--- src/rtl/div_seq_ctrl.sv ---
// Multi-cycle restoring divider for the EX stage: one quotient bit per cycle,
// stalls the pipeline while busy and returns {remainder, quotient} for HI/LO.
module div_seq_ctrl #(
  parameter int unsigned DW = 32
) (
  input  logic            clk,
  input  logic            rst,
  input  logic            start,
  input  logic            signed_div,
  input  logic [DW-1:0]   opdata1,
  input  logic [DW-1:0]   opdata2,
  input  logic            annul,
  output logic [2*DW-1:0] result,
  output logic            ready,
  output logic            stallreq_for_div
);

  localparam int unsigned CW = $clog2(DW);

  typedef enum logic [1:0] {FREE, BY_ZERO, ON, END} state_t;

  state_t        state, state_nx;
  logic [DW-1:0] dvd, dvs, rem, quo;
  logic [CW-1:0] cnt;
  logic          sgn_a, sgn_b, sgn_mode;

  logic [DW:0]   trial;
  logic [DW-1:0] rem_nx, quo_nx, rem_fix, quo_fix;
  logic          last, abort;

  always_comb begin
    trial   = {rem, dvd[DW-1]} - {1'b0, dvs};
    rem_nx  = trial[DW] ? {rem[DW-2:0], dvd[DW-1]} : trial[DW-1:0];
    quo_nx  = {quo[DW-2:0], ~trial[DW]};
    // Magnitudes were divided; restore signs (quotient by sign xor, remainder follows dividend)
    quo_fix = (sgn_mode && (sgn_a ^ sgn_b)) ? -quo_nx : quo_nx;
    rem_fix = (sgn_mode && sgn_a) ? -rem_nx : rem_nx;
    last    = (cnt == CW'(DW - 1));
  end

  always_ff @(posedge clk) begin
    if (rst) state <= FREE;
    else     state <= state_nx;
  end

  always_comb begin
    state_nx         = state;
    stallreq_for_div = 1'b0;
    abort            = annul || !start;
    case (state)
      FREE: begin
        if (start && !annul) begin
          stallreq_for_div = 1'b1;
          state_nx         = (opdata2 == '0) ? BY_ZERO : ON;
        end
      end
      BY_ZERO: begin
        stallreq_for_div = 1'b1;
        state_nx         = abort ? FREE : END;
      end
      ON: begin
        stallreq_for_div = 1'b1;
        if (abort)     state_nx = FREE;
        else if (last) state_nx = END;
      end
      END: begin
        if (abort) state_nx = FREE;
      end
      default: state_nx = FREE;
    endcase
  end

  always_ff @(posedge clk) begin
    if (rst) begin
      result   <= '0;
      ready    <= 1'b0;
      cnt      <= '0;
      dvd      <= '0;
      dvs      <= '0;
      rem      <= '0;
      quo      <= '0;
      sgn_a    <= 1'b0;
      sgn_b    <= 1'b0;
      sgn_mode <= 1'b0;
    end else begin
      ready <= (state_nx == END);
      if (state == FREE && state_nx == ON) begin
        dvd      <= (signed_div && opdata1[DW-1]) ? -opdata1 : opdata1;
        dvs      <= (signed_div && opdata2[DW-1]) ? -opdata2 : opdata2;
        sgn_a    <= opdata1[DW-1];
        sgn_b    <= opdata2[DW-1];
        sgn_mode <= signed_div;
        rem      <= '0;
        quo      <= '0;
        cnt      <= '0;
      end
      if (state == ON && state_nx != FREE) begin
        dvd <= dvd << 1;
        rem <= rem_nx;
        quo <= quo_nx;
        cnt <= cnt + 1'b1;
        if (state_nx == END) result <= {rem_fix, quo_fix};
      end
      if (state == BY_ZERO && state_nx == END) result <= '0;
    end
  end

endmodule
--- config.mk ---
export PLATFORM = sky130hd
export DESIGN_NAME = div_seq_ctrl
export DESIGN_NICKNAME = d
export VERILOG_FILES = /design/src/rtl/div_seq_ctrl.sv
export SDC_FILE = /design/constraint.sdc
export NUM_CORES = 1
export LEC_CHECK = 0
export CAP_MARGIN = 25
export CORE_AREA = 2 2 232 234
export DETAILED_ROUTE_END_ITERATION = 7
export DIE_AREA = 0 0 234 236
export PLACE_DENSITY = 0.49
export SLEW_MARGIN = 25
export SYNTH_ARGS = -nofsm -noshare
export SYNTH_HDL_FRONTEND = slang
export SYNTH_SLANG_ARGS = --single-unit
--- constraint.sdc ---
create_clock -name clk -period 4.95 [get_ports clk]
set_input_delay 1.485 -clock clk [delete_from_list [all_inputs] [get_ports clk]]
set_output_delay 1.485 -clock clk [all_outputs]
set_load 0.005 [all_outputs]
* Yosys cells after proc, flatten, opt, wreduce, memory -nomap -nowiden
Cells that the tools add are included.
Word-level totals: bits of input ports 69, output and inout bits 66, logic and storage cells 66, flip-flop bits (word level) 202
Cells by class: add/subtract/negate cells 6, mux-type cells 21, equal/unequal tests 6, bitwise gates (word level) 2, reduce and logical (&&, ||, !) cells 19
Operator list (number):
- $mux 32 | 9
- $neg 32->32 | 4
- $sub 33x32->33 | 1
- $logic_not 32->1 | 1
- $mux 31 | 1
- $mux 2 | 6
- $mux 5 | 2
- $eq 2x2->1 const B | 4
- $logic_and 1x1->1 | 8
- $pmux 2 s4 | 1
- $reduce_or 2->1 | 3
- $add 5x1->5 const B | 1
- $eq 5x5->1 const B | 1
- $reduce_bool 2->1 | 2
- $eq 2x1->1 const B | 1
- $logic_not 1->1 | 2
- $logic_not 2->1 | 1
- $pmux 1 s2 | 1
- $reduce_and 2->1 | 1
- $logic_or 1x1->1 | 1
- $mux 1 | 1
- $not 1->1 | 1
- $xor 1x1->1 | 1

* Depth between registers and ports, before layout
Gate-level depths: netlist (run 1).
word-level depth 8, gate-level depth with buffers 21

* Worst setup path after synthesis (run 1)
No wires, ideal clock.
path kind reg2reg, from register dvd[31], to register result[46], clock period less this slack 4364 ps, stages on the path, launching flop included 22, data arrival time 4294 ps, setup slack 586 ps, required time 4880 ps, cells stage by stage dfxtp_1 > inv_1 > ha_1 > fa_1 > nand2b_1 > a21oi_2 > o211ai_1 > a211oi_2 > o21a_4 > nor2_4 > inv_2 > buf_2 > buf_2 > nor2_1 > a21oi_1 > ha_1 > nand3_1 > mux2_2 > o21bai_1 > nor3b_1 > or3_1 > a21oi_1
Between the ends: word-level cells in the longest chain between the ends 4
Ends and longest elaborated chain:
- start, declared | line 23 | logic [DW-1:0] dvd, dvs, rem, quo;
- start signal, assigned | line 88 | dvd <= (signed_div && opdata1[DW-1]) ? -opdata1 : opdata1;
- start signal, assigned | line 98 | dvd <= dvd << 1;
- $sub 33x32->33 | line 32 | trial = {rem, dvd[DW-1]} - {1'b0, dvs};
- $mux 32 (*) | line 33 | rem_nx = trial[DW] ? {rem[DW-2:0], dvd[DW-1]} : trial[DW-1:0];
- $neg 32->32 | line 37 | rem_fix = (sgn_mode && sgn_a) ? -rem_nx : rem_nx;
- $mux 32 (*) | line 37
- end signal, assigned | line 102 | if (state_nx == END) result <= {rem_fix, quo_fix};
- end, declared | line 13 | output logic [2*DW-1:0] result,
Every way passes the cells marked *; elsewhere a longest branch is shown, timed or not. A chain may end at the register's enable or synchronous reset.

* Worst setup path in the final report (run 1)
Same ends and word-level chain as after synthesis.

==> results of run 1 <==
path summary, 6_finish.rpt:
| kind | end | slack, ns | start |
|---|---|---|---|
| max reg2reg | result[46] | 0.31 | dvd[31] |
| min | result[57] | 0.45 | result[57] |
| max | result[46] | 0.31 | dvd[31] |
| min reg2reg | result[57] | 0.45 | result[57] |
per-layer routing:
layer / vias up / GRT usage / wire length (um)
li1: 6490 / - / -
met1: 6133 / 0.2165 / 21010
met2: 244 / 0.2530 / 20140
met3: 36 / 0.01958 / 1893
met4: 0 / 0.03241 / 639
met5: - / 0 / 0
cell usage after synthesis, drive strengths merged, types with 3 or more instances:
master | number | area share
mux2 | 8 | 0.0069
a311oi | 5 | 0.0034
xor2 | 60 | 0.040
nand2 | 213 | 0.062
a31oi | 36 | 0.017
a221oi | 3 | 0.0025
nor3b | 6 | 0.0038
nor3 | 44 | 0.018
and4 | 3 | 0.0020
o21bai | 4 | 0.0023
nor2 | 211 | 0.061
a21boi | 4 | 0.0023
a221o | 3 | 0.0023
dfxtp | 202 | 0.31
a211oi | 70 | 0.041
or4 | 5 | 0.0029
clkbuf | 72 | 0.021
o21ai | 87 | 0.034
o211ai | 35 | 0.020
a41oi | 3 | 0.0020
nand3 | 68 | 0.026
o21a | 7 | 0.0046
nand3b | 4 | 0.0023
o41ai | 15 | 0.011
a31o | 3 | 0.0020
mux2i | 25 | 0.019
a21o | 14 | 0.0081
nor2b | 5 | 0.0024
o31ai | 10 | 0.0068
nor4 | 24 | 0.013
a21oi | 180 | 0.071
buf | 39 | 0.018
o31a | 3 | 0.0020
or3 | 20 | 0.0096
or2 | 5 | 0.0024
and3 | 13 | 0.0063
nand2b | 12 | 0.0058
nand4 | 10 | 0.0048
xnor2 | 72 | 0.048
ha | 42 | 0.040
and2 | 13 | 0.0064
a211o | 3 | 0.0020
inv | 54 | 0.016
flip-flops by register name (all words and copies together) (netlist names):
signal	count
cnt	5
dvd	32
dvs	32
quo	31
ready	1
rem	32
result	64
sgn_a	1
sgn_b	1
sgn_mode	1
state	2
metrics by stage:
stage	instance area [um2]	setup WS, ns	setup TNS (ns)	total power, mW
2_1_floorplan	13000	0.5865	0	2.331
4_1_cts	16560	0.2540	0	4.610
3_5_place_dp	15700	-0.09987	-4.117	2.667
6_report	16570	0.3130	0	4.556
5_1_grt	16570	0.05200	0	4.759
3_3_place_gp	15700	-0.07379	-1.965	2.658
what timing repair did:
action / 4_1_cts / 5_1_grt
resized for setup: 0 / 2
buffers inserted: 0 / 0
setup endpoints to repair: 0 / 2
hold endpoints to repair: 0 / 0
layout make-up:
type	instances	area (um2)	share of cell area
multi-input combinational	1368	8289	0.5003
clock inverter	13	138.9	0.008382
timing repair buffer	234	2302	0.1390
inverter	54	202.7	0.01223
clock buffer	34	720.7	0.04350
tap	696	870.8	0.05256
sequential	202	4044	0.2441
worst max-delay path: stages (launching register included):
cell,delay (ns)
dfxtp_1,0.42
inv_1,0.12
ha_1,0.24
fa_1,0.40
nand2b_1,0.21
a21oi_2,0.21
o211ai_1,0.31
a211oi_2,0.27
buf_4,0.17
o21a_4,0.14
nor2_4,0.04
inv_2,0.11
nor2_1,0.05
a21oi_1,0.17
ha_1,0.24
nand3_1,0.09
mux2_2,0.34
o21bai_1,0.26
nor3b_1,0.19
or3_1,0.43
a21oi_1,0.16
power breakdown:
| group | switching [mW] | internal (mW) | leakage [nW] |
|---|---|---|---|
| clock network | 0.787 | 1.13 | 0.421 |
| registers | 0.0323 | 1.69 | 1.64 |
| logic | 0.555 | 0.359 | 3.83 |
kinds of logic after synthesis:
group / Yosys count / synth area share
simple gates: 660 / 0.2326
compound gates: 500 / 0.2455
flops: 202 / 0.3110
buf+inv: 165 / 0.05398
xor+xnor: 132 / 0.08891
fa+ha+maj: 43 / 0.04195
mux: 33 / 0.02617
==> run_results.csv, run 1 <==
group,metric,value,unit
run_status,status,"finished, final reports clean",
final_layout,instances_no_fill,2601,
timing,rsz0062_at_grt,"false",
final_layout,fillerInstances,5697,
routing,drc,0,
synthesis,async_reset_ff_frac,0,
synthesis,syn_inst,1735,
cts,cts_made_buffers,26,
synthesis,synth.distinct_cells,81,
power,p_leak,5.896,nW
setup_path,r2r_cells,20,
timing,worstMarginPinSlew,0.8469,ns
grt,grt_max_degree,112,
routing,initialDrtViolationCount,897,
cts,cts_hold_buf,0,
setup_path,crit_type,"register to register",
routing,drtAntennaViolNets,0,
routing,drt-total-wl,43680,um
floorplanning,die_x,234,um
cts,clk_pin_slew,0.06,ns
min_path,hold_path_class,"register to register",
grt,overflow,0,
synthesis,synth.avg_cell_area,7.495,um2
placed_design,hpwl,33090,um
timing,setup_viol,0,
cts,cts_sinks,202,
routing,drt_first_pass_iters,5,
floorplanning,die_h,236,um
setup_path,end_kind,"register",
timing,fin_skew,0.02064,ns
setup_path,crit_arrival,5.12,ns
timing,holdWs,0.4507,ns
final_layout,drive_gt1_frac,0.09816,
setup_path,cp_max_fo,6,
floorplanning,rows,85,
final_layout,layout.nets,1998,
timing,maxSlewHeadroom,0.4302,
final_layout,final_common_cell,"nand2_1",
final_layout,utilization,0.3122,
timing,hold_viol,0,
power,power_density,275.0,mW/mm2
placed_design,gp_congestion,0.8853,
final_layout,syn2layout_area_growth,27.41,%
grt,grt_antenna_before_repair,0,
cts,clock_latency,0.57,ns
cts,root_buffer,"clkbuf_16",
power,ir_drop,0.0002486,V
cts,clk_path_buf_depth,3,
grt,grtUsageTotal,0.1548,
routing,vias,12903,
synthesis,syn_area,0.01300,mm2
grt,grt_first_pass_wirelength,69360,um
setup_path,start_kind,"register",
flow_run,maxCapViolCount,0,
synthesis,ys_seq_elements,202,
setup_path,worstPathRequired,5.43,ns
placed_design,io_buffers,134,
floorplanning,core_area,0.05307,mm2
final_layout,final_cell_mix,"nand2_1 (212), nor2_1 (210), dfxtp_1 (202), a21oi_1 (177), clkdlybuf4s50_1 (133)",
routing,vias_per_cell,4.961,
placed_design,dpl.cell_count,2554,
timing,slew_viol_final,0,
synthesis,yosys_warnings,0,
synthesis,syn_nets,1847,
grt,grt_pass1_vias,12376,
routing,wl_per_cell,16.79,um
floorplanning,start_util,0.2450,
final_layout,n_antenna_cell,0,
floorplanning,dieArea,0.05522,mm2
synthesis,synth_flop_cell,"dfxtp_1",
timing,fin_crit_sh,0.9368,
floorplanning,pin_count,135,
min_path,hold_depth,2,
cts,cts-htree-levels,1,
synthesis,synth_seq_area_share,0.3110,
timing,fin_crit,4.637,ns
synthesis,synth_edf_count,0,
timing,fmax,215.7,MHz
cts,tritoncts,"yes",
(Power assumes the default switching activity.)
==> inputs of run 2 (changes only) <==
CELL_PAD_IN_SITES_DETAIL_PLACEMENT = 0   (was default)
CELL_PAD_IN_SITES_GLOBAL_PLACEMENT = 1   (was default)
PLACE_DENSITY = 0.6   (was 0.49)
==> run 2 against run 1 <==
Highest routed layer unchanged; critical path depth grew 1; core utilization is 0.24 points lower; clock-buffer cell count stayed put; setup slack got worse by 0.060 ns; total power decreased by 0.79%; clock power barely moved; global-route usage is 0.33 points higher.
==> run_results.csv, run 2 (same netlist as run 1, synthesis figures left out) <==
group,metric,value,unit
timing,slew_viol_final,0,
routing,drt-total-wl,44300,um
timing,fin_skew,0.03925,ns
timing,setup_viol,0,
cts,clk_path_buf_depth,3,
floorplanning,start_util,0.2450,
floorplanning,core_area,0.05307,mm2
run_status,status,"finished, final reports clean",
routing,dr.max_layer_used,"met4",
cts,clock_latency,0.56,ns
setup_path,critPathSlowestCell,"dfxtp_1",
routing,vias_per_cell,4.953,
timing,hold_viol,0,
cts,cts_hold_buf,0,
final_layout,n_antenna_cell,0,
timing,rsz0062_at_grt,"false",
setup_path,crit_chain,"inv_1 > ha_1 > fa_1 > nand2b_1 > a21oi_2 > o211ai_1 > a211oi_2 > o21a_4 > nor2_4 > inv_2 > nor2_1 > a21oi_1 > ha_1 > nand3_1 > mux2_2 > buf_4 > o41ai_2 > xor2_1 > buf_4 > nand2_1 > a21oi_1",
routing,drtAntennaViolNets,0,
routing,wl_met3,1846,um
routing,vias,12824,
setup_path,critPathTopFamily,"compound AO/OA/AOI/OAI gates",
power,ir_drop,0.0002315,V
timing,worstMarginPinSlew,0.9682,ns
final_layout,instances_no_fill,2589,
routing,drc,0,
power,fin_total_pwr,4.520,mW
final_layout,multiInputGateArea,0.008289,mm2
grt,grtUsageTotal,0.1581,
floorplanning,die_x,234,um
placed_design,io_buffers,134,
final_layout,layout.nets,1986,
cts,tritoncts,"yes",
timing,fin_crit,4.697,ns
routing,wl_per_cell,17.11,um
setup_path,crit_arrival,5.18,ns
final_layout,final_common_cell,"nand2_1",
floorplanning,die_h,236,um
floorplanning,dieArea,0.05522,mm2
floorplanning,pin_count,135,
cts,cts-htree-levels,1,
grt,grt_first_pass_wirelength,69710,um
floorplanning,rows,85,
setup_path,slowest_delay,0.46,ns
cts,root_buffer,"clkbuf_16",
placed_design,dp_slack,-0.06170,ns
setup_path,cp_max_fo,7,
grt,overflow,0,
final_layout,fillerInstances,5682,
min_path,hold_path_class,"register to register",
routing,drt_first_pass_iters,5,
setup_path,start_kind,"register",
power,power_density,274.9,mW/mm2
grt,grt_antenna_before_repair,0,
final_layout,final_cell_mix,"nand2_1 (212), nor2_1 (210), dfxtp_1 (202), a21oi_1 (177), clkdlybuf4s50_1 (133)",
flow_run,maxCapViolCount,0,
placed_design,gp_congestion,0.8078,
power,p_leak,5.807,nW
timing,fmax,212.9,MHz
timing,setup-tns-final,0,ns
cts,cts_sinks,202,
routing,route.met2.wl,20590,um
setup_path,end_kind,"register",
timing,fin_crit_sh,0.9488,
routing,m1WireLength,20880,um
timing,setup_ws,0.2533,ns
routing,initialDrtViolationCount,777,
final_layout,drive_gt1_frac,0.09245,
placed_design,dpl.cell_count,2542,
final_layout,regMostFlops,"result",
timing,maxSlewHeadroom,0.3545,
grt,grt_pass1_vias,12281,
setup_path,worstPathRequired,5.44,ns
placed_design,hpwl,33520,um
setup_path,path_buf_inv,4,
grt,grt_max_degree,78,
cts,cts_made_buffers,26,
cts,clk_pin_slew,0.06,ns
final_layout,syn2layout_area_growth,26.43,%
setup_path,crit_type,"register to register",
final_layout,register_area,0.004044,mm2
final_layout,largest_register_ffs,64,
[run 2: report_power, final]
part | switching (mW) | internal, mW
Combinational | 0.556 | 0.352
Clock | 0.803 | 1.09
Sequential | 0.0319 | 1.69
Total | 1.39 | 3.13
[run 2: final timing paths]
kind               from    endpoint  slack, ns  cells after the start
max             dvd[31]  result[50]       0.25                     21
min          result[57]  result[57]       0.45                      2
max reg2reg     dvd[31]  result[50]       0.25                     21
min reg2reg  result[57]  result[57]       0.45                      2
[run 2: final cells by class]
class,instances,share of cell area
clock inverter,13,0.007686
timing repair buffer,222,0.1330
sequential,202,0.2460
inverter,54,0.01233
tap,696,0.05297
multi-input combinational,1368,0.5042
clock buffer,34,0.04384
[run 2: stage by stage]
stage	hold WS, ns	cell area [um2]	utilization
2_1_floorplan	0.4287	13000	-
3_3_place_gp	0.4396	15590	0.2937
3_5_place_dp	0.4447	15590	0.2937
4_1_cts	0.4522	16430	0.3097
5_1_grt	0.4666	16440	0.3098
6_report	0.4515	16440	0.3098
[run 2: timing repair]
item | CTS | global route
setup buffers | 0 | 0
gates resized for setup | 0 | 2
setup endpoints to repair | 0 | 1
endpoints found under the hold margin | 0 | 0
[run 2: layer usage]
layer | up-vias | track usage
li1 | 6463 | -
met1 | 6060 | 0.2145
met2 | 244 | 0.2610
met3 | 57 | 0.02430
met4 | 0 | 0.03797
met5 | - | 0
[run 2: tightest hold or removal path, cell delays in order, from the launching register on]
cell,delay (ns)
dfxtp_1,0.31
nand2_1,0.05
a21oi_1,0.05
==> inputs of run 3 (changes only) <==
CORE_AREA = 2 2 177 179   (was 2 2 232 234)
DIE_AREA = 0 0 179 181   (was 0 0 234 236)
PLACE_DENSITY = 0.89   (was 0.6)
==> run 3 against run 2 <==
Clock skew shrank 0.028 ns; global-route usage grew 7.8 points; critical path depth shrank 1; critical path type unchanged; largest power group unchanged.
==> run_results.csv, run 3 (same netlist as run 1, synthesis figures left out) <==
group,metric,value,unit
run_status,status,"finished, final reports clean",
cts,cts-htree-levels,1,
timing,maxSlewHeadroom,0.4076,
setup_path,slowest_delay,0.51,ns
floorplanning,start_util,0.4285,
timing,setup_viol,0,
floorplanning,die_x,179,um
timing,slew_viol_final,0,
floorplanning,die_h,181,um
grt,overflow,0,
final_layout,final_common_cell,"nand2_1",
setup_path,worstPathRequired,5.35,ns
placed_design,dpl.cell_count,2216,
floorplanning,pin_count,135,
timing,fin_crit_sh,0.9609,
setup_path,cp-startpoint,"dvd[31]",
min_path,hold_path_class,"register to register",
routing,drtAntennaViolNets,0,
cts,cts_sinks,202,
grt,grtUsageTotal,0.2365,
min_path,hold_start,"result[36]",
cts,cts_made_buffers,23,
final_layout,final_cell_mix,"nand2_1 (212), nor2_1 (210), dfxtp_1 (202), a21oi_1 (177), clkdlybuf4s50_1 (133)",
power,fin_total_pwr,4.466,mW
final_layout,regMostFlops,"result",
setup_path,crit_chain,"inv_1 > ha_1 > fa_1 > nand2b_1 > a21oi_2 > o211ai_1 > a211oi_2 > o21a_4 > nor2_4 > inv_2 > nor2_1 > a21oi_1 > ha_2 > nand3_1 > mux2_2 > buf_4 > o41ai_1 > buf_4 > and3_1 > nor3_1",
placed_design,hpwl,28760,um
grt,grt_pass1_vias,12025,
routing,initialDrtViolationCount,993,
grt,grt_antenna_before_repair,0,
setup_path,critPathMostFrequentCell,"buf_4",
power,p_leak,5.664,nW
timing,fin_crit,4.756,ns
final_layout,fillerInstances,2911,
final_layout,layout.nets,1957,
floorplanning,rows,64,
timing,setup-tns-final,0,ns
grt,grt_first_pass_wirelength,63110,um
final_layout,syn2layout_area_growth,21.51,%
cts,clk_pin_slew,0.06,ns
setup_path,start_kind,"register",
cts,postCtsSetupRepairBufs,0,
setup_path,reg2reg_from,"dvd[31]",
power,power_density,282.6,mW/mm2
setup_path,path_buf_inv,4,
routing,vias_per_cell,5.724,
routing,drc,0,
power,ir_drop,0.0002270,V
cts,clk_path_buf_depth,3,
cts,clock_latency,0.52,ns
routing,wl_per_cell,17.24,um
routing,vias,12924,
setup_path,cp_max_fo,8,
floorplanning,dieArea,0.03240,mm2
final_layout,drive_gt1_frac,0.07680,
final_layout,instances_no_fill,2258,
setup_path,crit_arrival,5.16,ns
routing,drt-total-wl,38920,um
placed_design,io_buffers,134,
placed_design,gp_congestion,0.9247,
setup_path,crit_type,"register to register",
routing,drt_first_pass_iters,7,
final_layout,n_antenna_cell,0,
floorplanning,core_area,0.03035,mm2
setup_path,critPathTopFamily,"compound AO/OA/AOI/OAI gates",
cts,root_buffer,"clkbuf_16",
setup_path,critPathSlowestCell,"o41ai_1",
cts,tritoncts,"yes",
timing,rsz0062_at_grt,"false",
flow_run,maxCapViolCount,0,
timing,hold_viol,0,
cts,cts_hold_buf,0,
setup_path,end_kind,"register",
timing,fin_skew,0.01129,ns
grt,grt_max_degree,71,
timing,worstMarginPinSlew,0.8804,ns
timing,fmax,210.2,MHz
final_layout,largest_register_ffs,64,
==> run 3: changes by cell type in the layout (fill, tap and decap cells not counted), sizes merged <==
cell	change
buf	-26
bufinv	+4
clkbuf	-4
clkinvlp	-5
==> run 3: through the flow <==
| step | worst slack [ns] | hold WS (ns) | utilization | instance area (um2) |
|---|---|---|---|---|
| CTS | 0.2778 | 0.4529 | 0.5206 | 15800 |
| global route | 0.003675 | 0.4687 | 0.5207 | 15800 |
| global placement | 0.1079 | 0.4421 | 0.4935 | 14980 |
| detailed placement | 0.03645 | 0.4449 | 0.4935 | 14980 |
| floorplan | 0.5865 | 0.4287 | - | 13000 |
| finish | 0.1935 | 0.4482 | 0.5207 | 15800 |
==> run 3: layout make-up <==
type                    instances  area [um2]  share of cell area
multi-input cells            1368        8284              0.5243
flip-flops and latches        202        4044              0.2559
repair buffers                196        1954              0.1237
clock buffers                  30       621.8             0.03935
well taps                     396       495.5             0.03136
inverters                      54       202.7             0.01283
clock inverters                12       198.9             0.01259
==> run 3: path summary, 6_finish.rpt <==
| kind | to | slack, ns | cells after the start |
|---|---|---|---|
| worst max register to register | result[52] | 0.19 | 20 |
| worst min-delay path | result[36] | 0.45 | 2 |
| worst max-delay path | result[52] | 0.19 | 20 |
| worst min register to register | result[36] | 0.45 | 2 |
==> run 3: repair_timing <==
| action | 4_1_cts | 5_1_grt |
|---|---|---|
| gates resized for setup | 0 | 1 |
| endpoints found under the hold margin | 0 | 0 |
| endpoints found under the setup margin | 0 | 2 |
==> run 3: worst min-delay path, cell delays in order (launching register included) <==
cell     delay (ns)
dfxtp_1        0.30
nand2_1        0.05
a21oi_1        0.05
==> run 3: power breakdown <==
part | total (mW) | switching, mW | internal [mW] | leakage, nW
registers | 1.72 | 0.0326 | 1.69 | 1.64
logic | 0.882 | 0.543 | 0.339 | 3.62
clock network | 1.86 | 0.709 | 1.15 | 0.399
==> run 3: layer usage <==
| layer | up-vias | global-route usage | wire, um |
|---|---|---|---|
| met5 | - | 0 | 0 |
| met4 | 0 | 0.06211 | 933 |
| met3 | 63 | 0.02567 | 2289 |
| met2 | 418 | 0.3831 | 17740 |
| met1 | 6044 | 0.3326 | 17960 |
| li1 | 6399 | - | - |
